<file path="src/rtl/fetch_stage.sv">
// IF stage: owns the PC, issues single-outstanding fetches and buffers responses in a 2-entry FIFO.
// Defining FETCH_PERF_CNT_EN adds the saturating fetchCount/stallCount counters and their ports.
module fetch_stage #(
  parameter logic [31:0] RESET_PC = 32'h0000_0000,
  parameter int          DEPTH    = 2
) (
  input  logic        clk,
  input  logic        reset,
  input  logic        PCSrc,
  input  logic [31:0] branchTarget,
  input  logic        stall,
  output logic        imem_req,
  output logic [31:0] imem_addr,
  input  logic [31:0] imem_rdata,
  input  logic        imem_valid,
  output logic        validOut,
  output logic [31:0] pcOut,
  output logic [31:0] instructionOut
`ifdef FETCH_PERF_CNT_EN
  ,
  output logic [31:0] fetchCount,
  output logic [31:0] stallCount
`endif
);

  localparam int            CW   = $clog2(DEPTH + 1);
  localparam logic [CW-1:0] FULL = CW'(DEPTH);

  typedef enum logic [1:0] {
    ST_ISSUE,
    ST_WAIT,
    ST_FLUSH
  } state_e;

  state_e                     state_q, state_d;
  logic [31:0]                fetch_pc_q, fetch_pc_d;
  logic [CW-1:0]              count_q, count_d;
  logic [DEPTH-1:0][31:0]     ent_pc_q, ent_pc_d;
  logic [DEPTH-1:0][31:0]     ent_ins_q, ent_ins_d;

  logic          issue;
  logic          push;
  logic          pop;
  logic [31:0]   push_pc;
  logic [CW-1:0] slot_after_pop;

  // A request only goes out when the response is guaranteed a free slot.
  assign issue          = (state_q == ST_ISSUE) && (count_q != FULL) && !reset;
  assign push           = (state_q == ST_WAIT) && imem_valid && !PCSrc;
  assign pop            = (count_q != '0) && !stall;
  assign push_pc        = fetch_pc_q + 32'd4;
  assign slot_after_pop = count_q - CW'(pop);

  assign imem_req       = issue;
  assign imem_addr      = fetch_pc_q;
  assign validOut       = (count_q != '0);
  assign pcOut          = ent_pc_q[0];
  assign instructionOut = ent_ins_q[0];

  always_comb begin
    state_d    = state_q;
    fetch_pc_d = fetch_pc_q;
    case (state_q)
      ST_ISSUE: begin
        if (issue) state_d = PCSrc ? ST_FLUSH : ST_WAIT;
      end
      ST_WAIT: begin
        if (imem_valid) begin
          state_d = ST_ISSUE;
          if (!PCSrc) fetch_pc_d = push_pc;
        end else if (PCSrc) begin
          state_d = ST_FLUSH;
        end
      end
      ST_FLUSH: begin
        if (imem_valid) state_d = ST_ISSUE;
      end
      default: state_d = ST_ISSUE;
    endcase
    if (PCSrc) fetch_pc_d = branchTarget & ~32'h3;
  end

  always_comb begin
    count_d = count_q + CW'(push) - CW'(pop);
    if (PCSrc) count_d = '0;
  end

  // Entry gi takes the new word when it is the first free slot after this
  // cycle's pop, otherwise shifts down from gi+1; an emptied head keeps its value.
  for (genvar gi = 0; gi < DEPTH; gi++) begin : g_entry
    logic        load_new;
    logic        load_shift;
    logic [31:0] up_pc;
    logic [31:0] up_ins;
    if (gi < DEPTH - 1) begin : g_up
      assign up_pc  = ent_pc_q[gi+1];
      assign up_ins = ent_ins_q[gi+1];
    end else begin : g_top
      assign up_pc  = ent_pc_q[gi];
      assign up_ins = ent_ins_q[gi];
    end
    assign load_new      = push && (slot_after_pop == CW'(gi));
    assign load_shift    = pop && !PCSrc && (CW'(gi + 1) < count_q);
    assign ent_pc_d[gi]  = load_new ? push_pc : (load_shift ? up_pc : ent_pc_q[gi]);
    assign ent_ins_d[gi] = load_new ? imem_rdata : (load_shift ? up_ins : ent_ins_q[gi]);
  end

  always_ff @(posedge clk) begin
    if (reset) begin
      state_q    <= ST_ISSUE;
      fetch_pc_q <= RESET_PC;
      count_q    <= '0;
      ent_pc_q   <= '0;
      ent_ins_q  <= '0;
    end else begin
      state_q    <= state_d;
      fetch_pc_q <= fetch_pc_d;
      count_q    <= count_d;
      ent_pc_q   <= ent_pc_d;
      ent_ins_q  <= ent_ins_d;
    end
  end

  a_no_push_when_full : assert property (@(posedge clk) disable iff (reset)
    !(push && (count_q == FULL)));

`ifdef FETCH_PERF_CNT_EN
  logic [31:0] fetch_cnt_q, fetch_cnt_d;
  logic [31:0] stall_cnt_q, stall_cnt_d;

  always_comb begin
    fetch_cnt_d = fetch_cnt_q;
    stall_cnt_d = stall_cnt_q;
    if (pop && (fetch_cnt_q != 32'hFFFF_FFFF)) fetch_cnt_d = fetch_cnt_q + 32'd1;
    if (validOut && stall && (stall_cnt_q != 32'hFFFF_FFFF)) stall_cnt_d = stall_cnt_q + 32'd1;
  end

  always_ff @(posedge clk) begin
    if (reset) begin
      fetch_cnt_q <= '0;
      stall_cnt_q <= '0;
    end else begin
      fetch_cnt_q <= fetch_cnt_d;
      stall_cnt_q <= stall_cnt_d;
    end
  end

  assign fetchCount = fetch_cnt_q;
  assign stallCount = stall_cnt_q;
`endif

endmodule

</file>
<file path="config.mk">
export PLATFORM = sky130hd
export DESIGN_NAME = fetch_stage
export DESIGN_NICKNAME = d
export VERILOG_FILES = /design/src/rtl/fetch_stage.sv
export SDC_FILE = /design/constraint.sdc
export NUM_CORES = 1
export LEC_CHECK = 0
export CORE_MARGIN = 2
export CORE_UTILIZATION = 45
export DETAILED_ROUTE_END_ITERATION = 6
export PLACE_DENSITY = 0.75
export SETUP_SLACK_MARGIN = 0.05
export SYNTH_ARGS = -nofsm -noshare
export SYNTH_HDL_FRONTEND = slang
export SYNTH_SLANG_ARGS = --single-unit
</file>
<file path="constraint.sdc">
create_clock -name clk -period 3.15 [get_ports clk]
set_clock_uncertainty 0.15 [all_clocks]
set_input_delay 0.315 -clock clk [delete_from_list [all_inputs] [get_ports clk]]
set_output_delay 0.315 -clock clk [all_outputs]
set_load 0.02 [all_outputs]
</file>
Yosys cells after proc, flatten, opt, wreduce, memory -nomap -nowiden:

Index checks and enable logic that the tools add are counted.

* add/subtract/negate cells: 4
* $lt $le $gt $ge: 1
* equal/unequal tests: 7
* mux-type cells: 13
* reductions and logical operators: 22

Operators by type and width (number)
* $mux W32: 7
* $add A32 B3 Y32 const B: 1
* $mux W2: 5
* $logic_and A1 B1 Y1: 9
* $reduce_bool A2 Y1: 4
* $ne A2 B2 Y1 const B: 3
* $pmux W2 S3: 1
* $eq A2 B1 Y1 const B: 2
* $logic_not A2 Y1: 2
* $reduce_and A2 Y1: 2
* $sub A2 B1 Y2: 2
* $logic_not A1 Y1: 3
* $ne A3 B3 Y1 const B: 1
* $reduce_and A3 Y1: 1
* $add A2 B1 Y2: 1
* $eq A2 B2 Y1 const B: 1
* $lt A1 B2 Y1 const A: 1
* $reduce_or A2 Y1: 1

* register bits: 164
* output and inout bits: 98
* logic and storage cells: 55

Longest topological paths before layout:

* word-level depth: 6
* gate-level depth with buffers: 8
* gate-level depth less buffers: 7

Worst setup path before layout:

No wires, ideal clock.

* kind: flip-flop to flip-flop
* start point: register fetch_pc_q[2], in the netlist imem_addr[2]
* end point: register fetch_pc_q[30], in the netlist imem_addr[30]
* setup time: 0.116 ns
* arrival time: 2.374 ns
* slack: 0.510 ns
* stages on the path, launching flop included: 7
* buffers on the path: 1
* cell sequence: dfxtp_1 ha_1 nand3_1 or4_1 buf_2 or3_1 o211a_1

* word-level cells in the longest chain between the ends: 4

RTL lines
* start: declaration: RTL line 36 `logic [31:0] fetch_pc_q, fetch_pc_d;`
* start signal: assignment: RTL line 117 `fetch_pc_q <= fetch_pc_d;`
* $add A32 B3 Y32: RTL line 51 `assign push_pc = fetch_pc_q + 32'd4;`
* $mux W32: RTL line 68 `if (imem_valid) begin`
* $mux W32: RTL line 63 `case (state_q)`
* $mux W32: RTL line 80 `if (PCSrc) fetch_pc_d = branchTarget & ~32'h3;`

No other way between the ends. The select of a mux whose other input is x is not followed.
A chain may end at the register's enable or synchronous reset.

Worst setup path in the final report:

* start point: register fetch_pc_q[3], in the netlist imem_addr[3]
* end point: register fetch_pc_q[20], in the netlist imem_addr[20]

Same word-level chain as after synthesis.

==> run metrics <==
CP Max Fanout=9; number of cells after detailed placement=1275; most frequent cells in the layout=nand2_1 (215), clkdlybuf4s50_1 (159), dfxtp_1 (158); CTS Hold Bufs=0; switch share=25.0%; Cell Area, Placed=about 9000 um2; Area growth syn-to-layout=30.6%; setup bufs post-CTS=0; Reg2Reg Depth=5; CP endpoint kind=register; post-DR wirelength/cell=16.5 um; first-pass GRT wire length=around 35000 um; antenna cells=0; internal power=between 3000 and 4000 uW; cts repair resizes=0; max-cap viol count=0; Post-DRT Antenna Nets=0; r2r endpoint=imem_addr[20]; First-pass DRT Iterations=5; H-tree level count=4; # setup viols final=0; CP endpoint=imem_addr[20]; CP Class=register to register; Clock Sinks=158; Fin. Hold Viols=0; number of antenna violations at the first check in global routing=0; met2 Use GR=37.0%; Syn Inst Count=approximately 970; WP data required=3.29 ns; layout net count=1145; RSZ-0062 raised after global routing=no; Tcrit/Tclk final=89.8%; Top FF cell, synth=dfxtp_1; Design Area, Final=9830 um2; Slew Viols, Final=0; commonest non-fill, non-tap cell in the layout=nand2_1; GRT overflow=0; via count=7496; # rows=47; Worst Setup SP=imem_addr[3]; Synth async-reset ratio=0%; vias per cell=5.74; drc violations=0; Leakage=0.00305 uW; RR Startpoint=imem_addr[3]; Tmin final=2.83 ns; Hold Crit Class=input pin to register; Overall Global Routing Usage=24.2%; WP data arrival=2.97 ns; die area=between 15000 and 20000 um2; P per Cell Area=between 400 and 500 nW/um2; clk slew on worst S/H paths=roughly 0.070 ns; pre-CTS setup slack=0.355 ns; register area share after synthesis=42.0%; Mapped Area=7530 um2; setup ws final=0.322 ns; crit path launch type=register; DP HPWL=approximately 14000 um; Flop pwr share=45.1%; #FFs+latches synth=approximately 160; 1st-iter DRT viols=620; post-synth cell types=50; GPL Wtd Cong=roughly 0.86; CTS Buf Count=17; Fillers=about 1500; met3 GRT Util=4.68%; status=completed; Layout Cells excl Fill=1307; reg2reg setup slack=0.32 ns; synth warn=0; Fin Hold WS=0.145 ns; Die W=133 um; I/O Pins=approximately 170; EDFF count, synth=0; area of the core=16500 um2; GR Util met1=33.2%; fraction of layout cells with a size suffix above 1=about 7.3%; Slew headroom=roughly 26%; clock root buffer=clkbuf_16; vias in the first global route=6867; chip height=133 um; VDD IR max=0.389 mV; setup tns final=0 ns; CTS tree=yes; Clock power frac=44.5%; Comb pwr share=10.4%; clk_lat worst skew=0.43 ns; largest net degree at the start of global routing=73; Post-Route WL=21500 um; Mapped Avg Cell Area=7.80 um2; Most Used Layer, Global Route=met2; Port-buffer cells=160; initial core utilization=45.7%; slew at the pin closest to its max-slew limit=1.11 ns; Psw=around 1200 uW; Fmax=354 MHz; Longest Clk Path Bufs=2
-- area by class of cell --
class	instances	area [um2]	area share, %
Sequential cell	158	3160	32.2
Tap cell	220	275	2.80
Clock buffer	18	429	4.36
Inverter	10	37.5	0.382
Clock inverter	14	169	1.72
Multi-Input combinational cell	704	3960	40.3
Timing Repair Buffer	183	1800	18.3
-- synth_stat cells (all sizes together), types with 7 or more instances --
cell type  instances  share of area, %
a31oi             16               1.3
xnor2             18               2.1
nand3             22               1.5
buf               21               1.6
or3                7              0.58
and3              15               1.2
a311oi            61               7.1
o21ai             11              0.73
dfxtp            158                42
nand2            216                11
inv               10              0.50
nor3              27               1.8
clkbuf            75               3.7
a211oi            32               3.2
nand4             15               1.6
nor4              22               1.8
o31ai             17               1.7
a31o              12               1.4
nor2              97               4.8
or4               19               2.0
a21oi             40               2.7
-- state kept, by name, summed over array words and instances (netlist names) --
name	count
g_entry.up_ins	32
instructionOut	32
g_entry.up_pc	30
imem_addr	30
pcOut	30
count_q	2
state_q	2
-- kinds of logic after synthesis --
logic type	after synthesis	share of synthesized area, %
simple gates	464	28.5
compound gates	211	20.6
flops	158	42.0
buf+inv	106	5.82
xor+xnor	23	2.68
fa+ha+maj	2	0.332
other cells	1	0.0498
-- how the worst min path moves through the flow --
stage / end / from / cells after the start / slack [ns]
after CTS: state_q[1] / reset / 2 / 0.13
after global placement: g_entry[0].up_ins[3] / g_entry[0].up_ins[3] / 2 / 0.29
after global routing: state_q[1] / reset / 2 / 0.15
final: state_q[1] / reset / 2 / 0.14
after detailed placement: g_entry[0].up_ins[21] / g_entry[0].up_ins[21] / 2 / 0.30
after floorplan: g_entry[0].up_ins[0] / g_entry[0].up_ins[0] / 2 / 0.29
-- per-stage QoR --
step | util [%] | power, uW
detailed placement | 56.1 | 2660
finish | 59.7 | 4720
global route | 59.7 | 4870
floorplan | - | 2410
CTS | 59.7 | 4750
global placement | 56.1 | 2660
-- metal layers --
layer  share of wire [%]  wire length, um  vias to the layer above
li1                    -                -                     3685
met1                  46             9840                     3476
met2                  45             9690                      282
met3                 6.1             1310                       53
met4                 3.1              668                        0
met5                   0                0                        -
-- worst max-delay path, stage by stage (launching register included) --
cell and delay (ns):
dfxtp_1 0.44, ha_1 0.26, nand3_1 0.26, or4_1 0.78
or3_1 0.41, a2111oi_0 0.39
-- power by group through the flow --
| stage | clock, uW | sequential [uW] | combinational [uW] |
|---|---|---|---|
| after floorplan | 0 | 2200 | 215 |
| after global placement | 0 | 2170 | 487 |
| after detailed placement | 0 | 2170 | 489 |
| after CTS | 2130 | 2130 | 492 |
| after global routing | 2210 | 2140 | 527 |
| final | 2100 | 2130 | 493 |
(Power assumes the default switching activity.)
